## src/rtl/tnn_pkg.sv

```systemverilog
// Shared types and default sizing for the TNN feature loader.
// The state enum is kept here so the loader and any wrappers agree on encodings.
package tnn_pkg;

    localparam int DEF_FEAT_CNT  = 11;
    localparam int DEF_FEAT_BITS = 4;
    localparam int DEF_CLASS_CNT = 7;

    typedef enum logic [1:0] {
        LOAD   = 2'd0,
        SETTLE = 2'd1,
        HOLD   = 2'd2
    } state_t;

endpackage

```

## src/rtl/tnn_feature_loader.sv

```systemverilog
// Serial-to-parallel feature loader for an external combinational TNN classifier.
// Streams one feature per beat, waits for the classifier to settle, then holds its result for downstream.
module tnn_feature_loader
    import tnn_pkg::*;
#(
    parameter int FEAT_CNT      = DEF_FEAT_CNT,
    parameter int FEAT_BITS     = DEF_FEAT_BITS,
    parameter int CLASS_CNT     = DEF_CLASS_CNT,
    parameter int SETTLE_CYCLES = 2,
    localparam int CLS_W        = $clog2(CLASS_CNT)
) (
    input  logic                          clk,
    input  logic                          rst_n,
    input  logic                          s_valid,
    output logic                          s_ready,
    input  logic [FEAT_BITS-1:0]          s_feat,
    output logic [FEAT_CNT*FEAT_BITS-1:0] features,
    input  logic [CLS_W-1:0]              prediction,
    output logic                          m_valid,
    input  logic                          m_ready,
    output logic [CLS_W-1:0]              m_class,
    output logic [15:0]                   sample_cnt
);

    localparam int IDX_W    = (FEAT_CNT > 1) ? $clog2(FEAT_CNT) : 1;
    localparam int SETTLE_W = 4;

    state_t                        state_reg;
    state_t                        state_next;
    logic [IDX_W-1:0]              idx_reg;
    logic [SETTLE_W-1:0]           settle_reg;
    logic [FEAT_CNT*FEAT_BITS-1:0] features_reg;
    logic [CLS_W-1:0]              m_class_reg;
    logic [15:0]                   sample_cnt_reg;

    logic beat_fire;
    logic last_beat;
    logic settle_done;
    logic result_fire;

    assign last_beat   = (idx_reg == IDX_W'(FEAT_CNT - 1));
    assign settle_done = (state_reg == SETTLE) && (settle_reg == '0);

    // s_ready and m_valid come purely from the state, so the handshake clock
    // out of HOLD never exposes s_ready=1 alongside the outgoing result.
    always_comb begin
        state_next  = state_reg;
        s_ready     = 1'b0;
        m_valid     = 1'b0;
        beat_fire   = 1'b0;
        result_fire = 1'b0;
        case (state_reg)
            LOAD: begin
                s_ready   = 1'b1;
                beat_fire = s_valid;
                if (s_valid && last_beat) begin
                    state_next = SETTLE;
                end
            end
            SETTLE: begin
                if (settle_reg == '0) begin
                    state_next = HOLD;
                end
            end
            HOLD: begin
                m_valid     = 1'b1;
                result_fire = m_ready;
                if (m_ready) begin
                    state_next = LOAD;
                end
            end
            default: begin
                state_next = LOAD;
            end
        endcase
    end

    always_ff @(posedge clk or negedge rst_n) begin
        if (!rst_n) begin
            state_reg      <= LOAD;
            idx_reg        <= '0;
            settle_reg     <= '0;
            features_reg   <= '0;
            m_class_reg    <= '0;
            sample_cnt_reg <= '0;
        end else begin
            state_reg <= state_next;

            if (beat_fire) begin
                idx_reg <= last_beat ? '0 : idx_reg + 1'b1;
            end

            // Beat k lands in field FEAT_CNT-1-k; untouched fields keep the previous sample.
            for (int i = 0; i < FEAT_CNT; i++) begin
                if (beat_fire && (idx_reg == IDX_W'(FEAT_CNT - 1 - i))) begin
                    features_reg[i*FEAT_BITS +: FEAT_BITS] <= s_feat;
                end
            end

            if (beat_fire && last_beat) begin
                settle_reg <= SETTLE_W'(SETTLE_CYCLES - 1);
            end else if ((state_reg == SETTLE) && (settle_reg != '0)) begin
                settle_reg <= settle_reg - 1'b1;
            end

            if (settle_done) begin
                m_class_reg <= prediction;
            end

            if (result_fire) begin
                sample_cnt_reg <= sample_cnt_reg + 16'd1;
            end
        end
    end

    assign features   = features_reg;
    assign m_class    = m_class_reg;
    assign sample_cnt = sample_cnt_reg;

endmodule

```

## config.mk

```make
export PLATFORM = sky130hd
export DESIGN_NAME = tnn_feature_loader
export DESIGN_NICKNAME = d
export VERILOG_FILES = /design/src/rtl/tnn_pkg.sv /design/src/rtl/tnn_feature_loader.sv
export SDC_FILE = /design/constraint.sdc
export NUM_CORES = 1
export LEC_CHECK = 0
export BUFFER_PORTS_ARGS = -buffer_cell sky130_fd_sc_hd__buf_2
export CORE_ASPECT_RATIO = 2
export CORE_MARGIN = 3
export CORE_UTILIZATION = 52
export CTS_CLUSTER_DIAMETER = 80
export CTS_CLUSTER_SIZE = 10
export DETAILED_ROUTE_END_ITERATION = 7
export GPL_TIMING_DRIVEN = 0
export PLACE_DENSITY = 0.9
export SKIP_CTS_REPAIR_TIMING = 1
export SYNTH_ARGS = -nofsm -noshare
export SYNTH_HDL_FRONTEND = slang
export SYNTH_SLANG_ARGS = --single-unit
```

## constraint.sdc

```tcl
create_clock -name clk -period 2.05 [get_ports clk]
set_input_delay 0.41 -clock clk [delete_from_list [all_inputs] [get_ports clk]]
set_output_delay 0.41 -clock clk [all_outputs]
set_load 0.01 [all_outputs]
```

# == Word level (Yosys, flattened, before mapping) ==
# Index checks and enable logic that the tools add are counted.
# word_totals
word_cells,65
inputBits,11
regBits,73
out_inout_bits,65
# op_classes
n_reduce_logical,20
muxes,11
n_addsub,3
eq_ne,15
# op_table
op,n
$add A16 B1 Y16 const B,1
$eq A4 B3 Y1 const B,4
$logic_and A1 B1 Y1,14
$eq A4 B4 Y1 const B,3
$mux W4,3
$eq A4 B2 Y1 const B,2
$logic_not A4 Y1,2
$mux W2,3
$pmux W2 S3,1
$add A4 B1 Y4 const B,1
$eq A4 B1 Y1 const B,1
$mux W1,4
$ne A2 B2 Y1 const B,2
$reduce_bool A4 Y1,1
$sub A4 B1 Y4 const B,1
$reduce_and A3 Y1,1
$eq A2 B1 Y1 const B,1
$eq A2 B2 Y1 const B,1
$logic_not A2 Y1,1
$ne A2 B1 Y1 const B,1
$reduce_bool A2 Y1,1

# == Longest topological paths before layout ==
# depth
ltp_word,4
ltp_mapped,6
mapped_depth_nobuf,6

# == Worst setup path before layout ==
# Ideal clock, no wire load.
# synth_timing
kind,reg-to-reg
startpoint,register state_reg[0]
endpoint,"register features_reg[0], in the netlist features[0]"
path_stages_with_launch,6
setup_ps,128
synth_period_minus_slack_ps,1783
t_required_ps,1922
n_path_buf,1
arrival_ps,1655
setup_slack_ps,267
path_cell_list,dfrtp_1 > or3b_1 > buf_2 > nor3b_4 > nand2_2 > mux2_1
# synth_via
elab_chain_len,3
# synth_rtl
element,line_no,source
from (decl),tnn_feature_loader.sv:28,state_t state_reg;
from (signal assigned),tnn_feature_loader.sv:87,state_reg <= state_next;
$logic_not A2 Y1,tnn_feature_loader.sv:52,case (state_reg)
$mux W1,tnn_feature_loader.sv:52,
$logic_and A1 B1 Y1,tnn_feature_loader.sv:95,if (beat_fire && (idx_reg == IDX_W'(FEAT_CNT - 1 - i))) begin
"to (signal, indexed assignment)",tnn_feature_loader.sv:96,features_reg[i*FEAT_BITS +: FEAT_BITS] <= s_feat;
to (decl),tnn_feature_loader.sv:32,logic [FEAT_CNT*FEAT_BITS-1:0] features_reg;
# No other way between the ends.
# A chain may end at the register's enable or synchronous reset.

# == Worst setup path in the final report ==
# layout_timing
startpoint,register state_reg[0]
endpoint,"register features_reg[31], in the netlist features[31]"
# Same word-level chain as after synthesis.

==> impl_metrics.json <==
{
  "status": "finished, violations left",
  "violations": "negative setup slack",
  "worst_slew_pin_slew_ps": 871,
  "coreArea_um2": 5560,
  "r2r_end": "features[31]",
  "vias": 2110,
  "place_hpwl_mm": 4.49,
  "portBuffers": 75,
  "setup_viol": 1,
  "die_h_um": 114,
  "gp_congestion": 0.828,
  "path_cells": "or3b_1, buf_2, nor4_2, mux2_2",
  "yosysMostFrequentCell": "dfrtp_1",
  "async_reset_ff_frac": 1.00,
  "dr.pass1.iters": 4,
  "crit_path_end_kind": "flip-flop",
  "p_leak_nw": 1.89,
  "final_antenna_net_count": 0,
  "cap_violations": 0,
  "ir_drop_mv": 1.01,
  "cts.clk_slew.worst_paths_ps": 70,
  "grt_max_degree": 74,
  "reg2reg_slack_ps": -8,
  "grt_overflow": 0,
  "startpoint": "state_reg[0]",
  "viasPerCell": 5.54,
  "drive_above_1_share": 0.455,
  "die_w_um": 60.1,
  "fmax_mhz": 486,
  "cp-endpoint": "features[31]",
  "yosysUniqueCellTypes": 38,
  "arrival_ps": 2280,
  "synth_fp_nets": 242,
  "seq_area_frac_synth": 0.601,
  "drt_iter0_drc": 84,
  "placedCellCount": 363,
  "path_class": "flip-flop to flip-flop",
  "fin_nets": 330,
  "timing.final.ws_setup_ps": -8.19,
  "slew_headroom": 0.420,
  "start_kind": "flip-flop",
  "period_needed_ps": 2060,
  "reg2reg_from": "state_reg[0]",
  "routed_wl_mm": 6.18,
  "yosys_register_bits": 73,
  "finalHoldViolCount": 0,
  "areaGrowthSynthToFinish_pct": 22.2,
  "synth_cells": 228,
  "cts_buffers": 9,
  "syn_area_per_cell_um2": 13.3,
  "cts_root_buf": "clkbuf_8",
  "htreeDepth": 3,
  "synth_largest_area_cell": "dfrtp_1",
  "total_power_w": 0.00531,
  "grt_pass1_vias": 2121,
  "synth_ff_type": "dfrtp_1",
  "maxSlewViolCount": 0,
  "track_usage": 0.193,
  "synth_top_area_frac": 0.601,
  "synth_edf_count": 0,
  "dieArea_um2": 6860,
  "cts.sinks": 73,
  "p_per_area_nw_per_um2": 1430,
  "rsz0062_at_grt": "true",
  "drc": 0,
  "antenna_found_initial": 0,
  "holdCritPathClass": "input pin to async pin",
  "placementRows": 38,
  "period_share": 1.00,
  "stdcell_count": 381,
  "cp.required_ps": 2270,
  "slowest_delay_ps": 530,
  "largest_register_ffs": 44,
  "tritoncts": "built",
  "path_max_fanout": 7,
  "worst_path_max_delay_cell": "nor4_2",
  "syn_area_um2": 3040,
  "synth_area_leaders": "dfrtp_1, mux2_2, xor2_1",
  "clk_path_buf_depth": 2,
  "grt_pass1_wl_mm": 9.69,
  "r2r_cells": 4,
  "clk_latency_ps": 340,
  "wl_per_cell_um": 16.2,
  "clock_skew_ps": 7.42,
  "start_util": 0.547,
  "num_io_pins": 76,
  "synthTopCellsByCount": "dfrtp_1, mux2_2, nand2_1",
  "diodes": 0,
  "ys_warn_count": 0
}
## worst max-delay path, delay by kind of cell (launching register included)
kind / cells / cell delay, ps
buffers and inverters: 1 / 180
DFF: 1 / 430
muxes: 1 / 410
and+or+nand+nor: 2 / 910
## logic make-up (layout without fill, tap and decap cells)
kind of cell    after synthesis  count (layout)  synth area share
mux                          48              48             0.178
fa+ha+maj                     3               3            0.0123
simple gates                 59              59             0.109
buf+inv                      14             107            0.0177
compound gates               13              13            0.0309
xor+xnor                     18              18            0.0518
flops                        73              73             0.601
## power by group
part / leakage [nW] / total [W] / internal, W / switching, W
Combinational: 0.880 / 0.00188 / 0.000941 / 0.000938
Sequential: 0.914 / 0.00233 / 0.00200 / 0.000328
Clock: 0.0953 / 0.00110 / 0.000591 / 0.000509
Total: 1.89 / 0.00531 / 0.00354 / 0.00177
## stage by stage
step	utilization	hold slack, ps	setup slack [ps]	instance area, um2	setup TNS [ps]
2_1_floorplan	-	114	267	3040	0
3_3_place_gp	0.628	454	36.7	3490	0
3_5_place_dp	0.628	466	-26.3	3490	-88.1
4_1_cts	0.664	211	-18.0	3690	-56.1
5_1_grt	0.668	238	-47.2	3720	-204
6_report	0.668	184	-8.19	3720	-8.19
## worst min path at each step
stage | slack [ps] | to | cells past startpoint | from
final | 180 | sample_cnt[12] | 1 | rst_n
after global routing | 240 | sample_cnt[12] | 1 | rst_n
after CTS | 210 | sample_cnt[12] | 1 | rst_n
after detailed placement | 470 | sample_cnt[15] | 1 | sample_cnt[15]
after global placement | 450 | sample_cnt[15] | 1 | sample_cnt[15]
after floorplan | 110 | features[0] | 0 | rst_n
## layer usage
layer  vias up  share of wire  track usage
met5         -              0            0
met4         0          0.030        0.118
met3        14          0.051       0.0395
met2        73           0.55        0.350
met1      1050           0.36        0.187
li1        973              -            -
## final cells by class
| type | count | area, um2 |
|---|---|---|
| Sequential cell | 73 | 1830 |
| Timing Repair Buffer | 77 | 393 |
| Buffer | 8 | 31.3 |
| Tap cell | 60 | 75.1 |
| Inverter | 6 | 22.5 |
| Multi-Input combinational cell | 141 | 1170 |
| Clock buffer | 11 | 141 |
| Fill cell | 381 | 1850 |
| Clock inverter | 5 | 55.1 |
## cells in the final DEF (no fill, tap or decap), drive strengths merged, types with 3 or more instances in the layout
cell / netlist / final
dfrtp: 73 / 73
nor2: 8 / 8
xor2: 10 / 10
xnor2: 8 / 8
clkbuf: 7 / 18
nand2: 15 / 15
and3: 3 / 3
nand2b: 3 / 3
inv: 6 / 6
buf: 1 / 78
ha: 3 / 3
nor3: 8 / 8
nand3: 8 / 8
mux2: 48 / 48
a21o: 3 / 3
(Power assumes the default switching activity.)
